<file path="src/rtl/safe_region_if.sv">
// Operation bus for safe_region: one op per cycle in, registered result out.
interface safe_region_if;
  logic        enop;
  logic [7:0]  op;
  logic [31:0] wdata;
  logic [31:0] rdata;

  modport master (output enop, op, wdata, input rdata);
  modport slave  (input enop, op, wdata, output rdata);
endinterface

</file>
<file path="src/rtl/safe_region.sv">
// Protected-region table: NREGIONS start/end/perm entries, programmed and read
// through a select register, with a single-cycle parallel address check.
module safe_region #(
  parameter int NREGIONS = 8
) (
  input  logic          clk,
  input  logic          reset,
  safe_region_if.slave  bus
);
  localparam int SEL_W = (NREGIONS > 1) ? $clog2(NREGIONS) : 1;

  localparam logic [7:0] OP_NOP    = 8'h00;
  localparam logic [7:0] OP_SEL    = 8'h01;
  localparam logic [7:0] OP_WSTART = 8'h02;
  localparam logic [7:0] OP_WEND   = 8'h03;
  localparam logic [7:0] OP_WPERM  = 8'h04;
  localparam logic [7:0] OP_CHECK  = 8'h05;
  localparam logic [7:0] OP_RSTART = 8'h10;
  localparam logic [7:0] OP_REND   = 8'h11;
  localparam logic [7:0] OP_RPERM  = 8'h12;
  localparam logic [7:0] OP_RSEL   = 8'h13;

  logic [31:0]      start_q [NREGIONS];
  logic [31:0]      end_q   [NREGIONS];
  logic [2:0]       perm_q  [NREGIONS];
  logic [NREGIONS-1:0] valid_q;
  logic [SEL_W-1:0] sel_q;
  logic [31:0]      rdata_p1;

  logic [NREGIONS-1:0] hit_vec;
  logic                hit_any;
  logic [SEL_W-1:0]    hit_idx;
  logic [31:0]         check_res;

  function automatic logic [31:0] pack_check(input logic hit,
                                             input logic [SEL_W-1:0] idx,
                                             input logic [2:0] perm);
    logic [31:0] res;
    res = 32'h0;
    if (hit) begin
      res[31]  = 1'b1;
      res[6:4] = 3'(idx);
      res[2:0] = perm;
    end
    return res;
  endfunction

  // Parallel compare of every entry; an empty range (start >= end) can never
  // satisfy start <= addr < end, so no separate guard is needed.
  always_comb begin
    for (int i = 0; i < NREGIONS; i++) begin
      hit_vec[i] = valid_q[i] && (bus.wdata >= start_q[i]) && (bus.wdata < end_q[i]);
    end
  end

  // Priority encoder: scanning downward lets the lowest hit index win.
  always_comb begin
    hit_any = 1'b0;
    hit_idx = '0;
    for (int i = NREGIONS - 1; i >= 0; i--) begin
      if (hit_vec[i]) begin
        hit_any = 1'b1;
        hit_idx = SEL_W'(i);
      end
    end
  end

  assign check_res = pack_check(hit_any, hit_idx, perm_q[hit_idx]);

  // Stage p1: op executes and its result is registered into rdata.
  always_ff @(posedge clk or posedge reset) begin
    if (reset) begin
      for (int i = 0; i < NREGIONS; i++) begin
        start_q[i] <= 32'h0;
        end_q[i]   <= 32'h0;
        perm_q[i]  <= 3'h0;
      end
      valid_q  <= '0;
      sel_q    <= '0;
      rdata_p1 <= 32'h0;
    end else if (bus.enop) begin
      case (bus.op)
        OP_NOP: ;
        OP_SEL: begin
          sel_q    <= bus.wdata[SEL_W-1:0];
          rdata_p1 <= 32'h0;
        end
        OP_WSTART: begin
          start_q[sel_q] <= bus.wdata;
          rdata_p1       <= 32'h0;
        end
        OP_WEND: begin
          end_q[sel_q] <= bus.wdata;
          rdata_p1     <= 32'h0;
        end
        OP_WPERM: begin
          perm_q[sel_q]  <= bus.wdata[2:0];
          valid_q[sel_q] <= bus.wdata[31];
          rdata_p1       <= 32'h0;
        end
        OP_CHECK:  rdata_p1 <= check_res;
        OP_RSTART: rdata_p1 <= start_q[sel_q];
        OP_REND:   rdata_p1 <= end_q[sel_q];
        OP_RPERM:  rdata_p1 <= {valid_q[sel_q], 28'h0, perm_q[sel_q]};
        OP_RSEL:   rdata_p1 <= 32'(sel_q);
        default:   rdata_p1 <= 32'hFFFF_FFFF;
      endcase
    end
  end

  assign bus.rdata = rdata_p1;

endmodule

</file>
<file path="src/flat_wrapper.sv">
// flat-port wrapper written by rule: the top's interface ports become plain ports
module safe_region_flat 
#(
  parameter int NREGIONS = 8
)
  (clk, reset, bus_enop, bus_op, bus_wdata, bus_rdata);
  safe_region_if bus_i ();
  input  logic clk;
  input  logic reset;
  input wire logic [$bits(bus_i.enop)-1:0] bus_enop;
  input wire logic [$bits(bus_i.op)-1:0] bus_op;
  input wire logic [$bits(bus_i.wdata)-1:0] bus_wdata;
  output wire logic [$bits(bus_i.rdata)-1:0] bus_rdata;
  assign bus_i.enop = bus_enop;
  assign bus_i.op = bus_op;
  assign bus_i.wdata = bus_wdata;
  assign bus_rdata = bus_i.rdata;
  safe_region #(.NREGIONS(NREGIONS)) u_core (.clk(clk), .reset(reset), .bus(bus_i));
endmodule
</file>
<file path="config.mk">
export PLATFORM = sky130hd
export DESIGN_NAME = safe_region_flat
export DESIGN_NICKNAME = d
export VERILOG_FILES = /design/src/rtl/safe_region_if.sv /design/src/rtl/safe_region.sv /design/src/flat_wrapper.sv
export SDC_FILE = /design/constraint.sdc
export NUM_CORES = 2
export LEC_CHECK = 0
export BUFFER_PORTS_ARGS = -buffer_cell sky130_fd_sc_hd__buf_2
export CORE_UTILIZATION = 45
export CTS_CLUSTER_SIZE = 8
export DETAILED_ROUTE_END_ITERATION = 12
export PLACE_DENSITY_LB_ADDON = 0.25
export SETUP_SLACK_MARGIN = 0.4
export SYNTH_ARGS = -nofsm -noshare
export SYNTH_HDL_FRONTEND = slang
export SYNTH_SLANG_ARGS = --single-unit
export TNS_END_PERCENT = 10
</file>
<file path="constraint.sdc">
create_clock -name clk -period 17.8 [get_ports clk]
set_input_delay 1.78 -clock clk [delete_from_list [all_inputs] [get_ports clk]]
set_output_delay 1.78 -clock clk [all_outputs]
set_load 0.02 [all_outputs]
</file>
==> impl_metrics.py <==
metrics = {
    "place": {
        "io_buffer_count": 74,
        "dp_hpwl_um": 85600,
        "place.gp.congestion": 0.966,
    },
    "route": {
        "antenna_left": 0,
        "vias": 30300,
        "highest_layer": "met5",
        "finalWirelength_um": 126000,
        "m1WireLength_um": 54000,
        "wl_met2_um": 57500,
        "drtIter0Drc": 2930,
        "wl_per_cell_um": 25.2,
        "drt_pre_antenna_iters": 5,
        "wl_met3_um": 8980,
        "drc_errors": 0,
        "vias_per_cell": 6.06,
    },
    "worst_setup_path": {
        "cp-start-kind": "input pin",
        "cpMaxStageDelayCell": "o311ai_0",
        "critical_path_required_ns": 18.33,
        "crit_family": "compound AO/OA/AOI/OAI gates",
        "cp.arrival_ns": 6.76,
        "critPathBufInv": 2,
        "end_kind": "flop",
        "path_cells": "buf_2 -> clkinv_1 -> ha_1 -> nor3b_1 -> o21ai_0 -> a21oi_1 -> o311ai_0 -> a21oi_1 -> or3b_2 -> nand2_1 -> o21ai_0 -> or2_2 -> o32a_1 -> o31ai_1",
        "crit_type": "input pin to flop",
        "cp_max_fo": 26,
        "cp_slowest_stage_delay_ns": 0.83,
    },
    "grt": {
        "grt_pass1_wl_um": 189000,
        "grt_use_total_pct": 30.4,
        "grt_pass1_vias": 29300,
        "grt_max_degree": 169,
        "antenna_found_initial": 1,
        "grt_overflow_total": 0,
    },
    "floorplanning": {
        "fp.dieW_um": 289,
        "core_area_um2": 80900,
        "die_h_um": 289,
        "die_area_um2": 83400,
        "io-pin-count": 75,
        "rows": 104,
        "start_util_pct": 45.7,
    },
    "cells_and_area": {
        "layout_common_cells": "dfrtp_1 (579), inv_1 (515), ha_1 (504), nand2_1 (385), o21ai_0 (348)",
        "final_nets": 4478,
        "area_growth_pct": 10.0,
        "final_util_pct": 50.3,
        "layout.cells.most_common": "dfrtp_1",
        "num_antenna_cells": 0,
        "drive_gt1_share_pct": 13.7,
        "fillers": 7560,
        "multiInputGateArea_um2": 20000,
        "seq_area_um2": 14500,
    },
    "sta": {
        "max_freq_ghz": 0.161,
        "setup_viol": 0,
        "timing.slew.headroom_pct": 10.4,
        "finalHoldViolations": 0,
        "drv_slew": 0,
        "rsz0062_at_grt": "false",
        "min_period_ns": 6.23,
        "period_share_pct": 35.0,
        "timing.hold.ws_ns": 0.503,
        "tns_ns": 0,
        "finalClockSkew_ns": 0.0257,
        "tightest_slew_ns": 1.33,
    },
    "hold_path": {
        "min_path_type": "flop to flop",
    },
    "cts": {
        "cts_tree": "built",
        "root_buffer": "clkbuf_16",
        "postCtsSetupBuffers": 0,
        "cts_made_buffers": 83,
        "cts.reportedPaths.clkPinSlew_ns": 0.05,
        "cts.sinks": 579,
        "clock_path_buffers": 3,
        "clk_latency_ns": 0.64,
        "cts-resized-gates": 0,
        "ctsHoldBuffers": 0,
        "h-tree-depth": 3,
    },
    "synthesis": {
        "synthCells": 3905,
        "async_reset_ff_share_pct": 100,
        "ys_ff_latch": 579,
        "synthFlopType": "dfrtp_1",
        "synth_cell_type_count": 76,
        "netlist_area_um2": 37000,
        "synth_edf_count": 0,
        "syn_area_per_cell_um2": 9.48,
        "syn_nets": 4452,
        "yosysSeqAreaShare_pct": 39.1,
        "yosysWarnings": 0,
    },
    "pwr": {
        "vdd_drop_max_mv": 0.0664,
        "p_leak_uw": 0.0192,
        "power.density_nw_per_um2": 75.0,
    },
    "flow_run": {
        "maxCapViolations": 0,
    },
    "outcome": {
        "status": "completed",
    },
}
-- per-stage QoR --
stage | setup WS (ns) | cell area (um2) | instances | total power (uW)
global route | 11.34 | 40700 | 4996 | 3160
detailed placement | 11.02 | 38600 | 4906 | 1660
floorplan | 8.13 | 37000 | 3905 | 1530
CTS | 11.61 | 40700 | 4996 | 3070
finish | 11.57 | 40700 | 4996 | 3050
global placement | 11.02 | 38600 | 4906 | 1650
-- area by class of cell --
cell class                      count  area share, %
Multi-Input combinational cell   2624           49.2
Sequential cell                   579           35.6
Clock buffer                       86           5.18
Inverter                          518           4.78
Tap cell                         1060           3.26
Timing Repair Buffer              125           1.91
Clock inverter                      4          0.101
-- cells in the mapped netlist, types with 32 or more instances --
cell type  number  area [um2]
o21ai_0       348        1740
nand2_1       393        1480
a41oi_1        32         280
a22oi_1       192        1440
clkbuf_1      151         567
nor2_1        101         379
dfrtp_1       579       14500
nand3_1        46         230
a21o_1         54         405
mux2_2        285        3210
inv_1         516        1940
a221oi_1       50         438
ha_1          504        6310
nor3_1         51         255
nand4_1        58         363
buf_1          33         124
a31oi_1        49         307
a21oi_1       194         971
-- state kept, by name, indices dropped and copies added, names as in the netlist --
register          flops
u_core.perm_q        24
u_core.valid_q        8
u_core.sel_q          3
u_core.start_q      256
u_core.bus.rdata     32
u_core.end_q        256
-- worst paths after layout --
kind,slack [ns],depth (start not counted),start,to
min in group asynchronous,1.22,2,reset,u_core.bus.rdata[29]
min reg2reg,0.50,1,u_core.end_q[109],u_core.end_q[109]
max reg2reg,13.41,13,u_core.end_q[215],u_core.bus.rdata[1]
max in group asynchronous,14.37,4,reset,u_core.start_q[48]
max,11.57,14,bus_wdata[0],u_core.bus.rdata[1]
min,0.50,1,u_core.end_q[109],u_core.end_q[109]
-- metal layers --
metal,global-route usage (%),up-vias
met5,0,-
met2,48.3,1140
met3,4.99,277
met4,12.3,2
li1,-,14000
met1,41.3,14900
-- cells by family after synthesis --
family / share of synthesized area, %
buffers and inverters: 7.12
AOI/OAI and AO/OA: 18.5
DFF: 39.1
muxes: 8.93
adders and majority gates: 17.0
and+or+nand+nor: 9.25
-- report_power, final --
part           switching (uW)  internal, uW  leakage, uW
clock                     587           826      0.00105
combinational             209          88.4       0.0115
sequential               10.2          1330      0.00665
total                     806          2250       0.0192
Power figures use the tool's default switching activity.
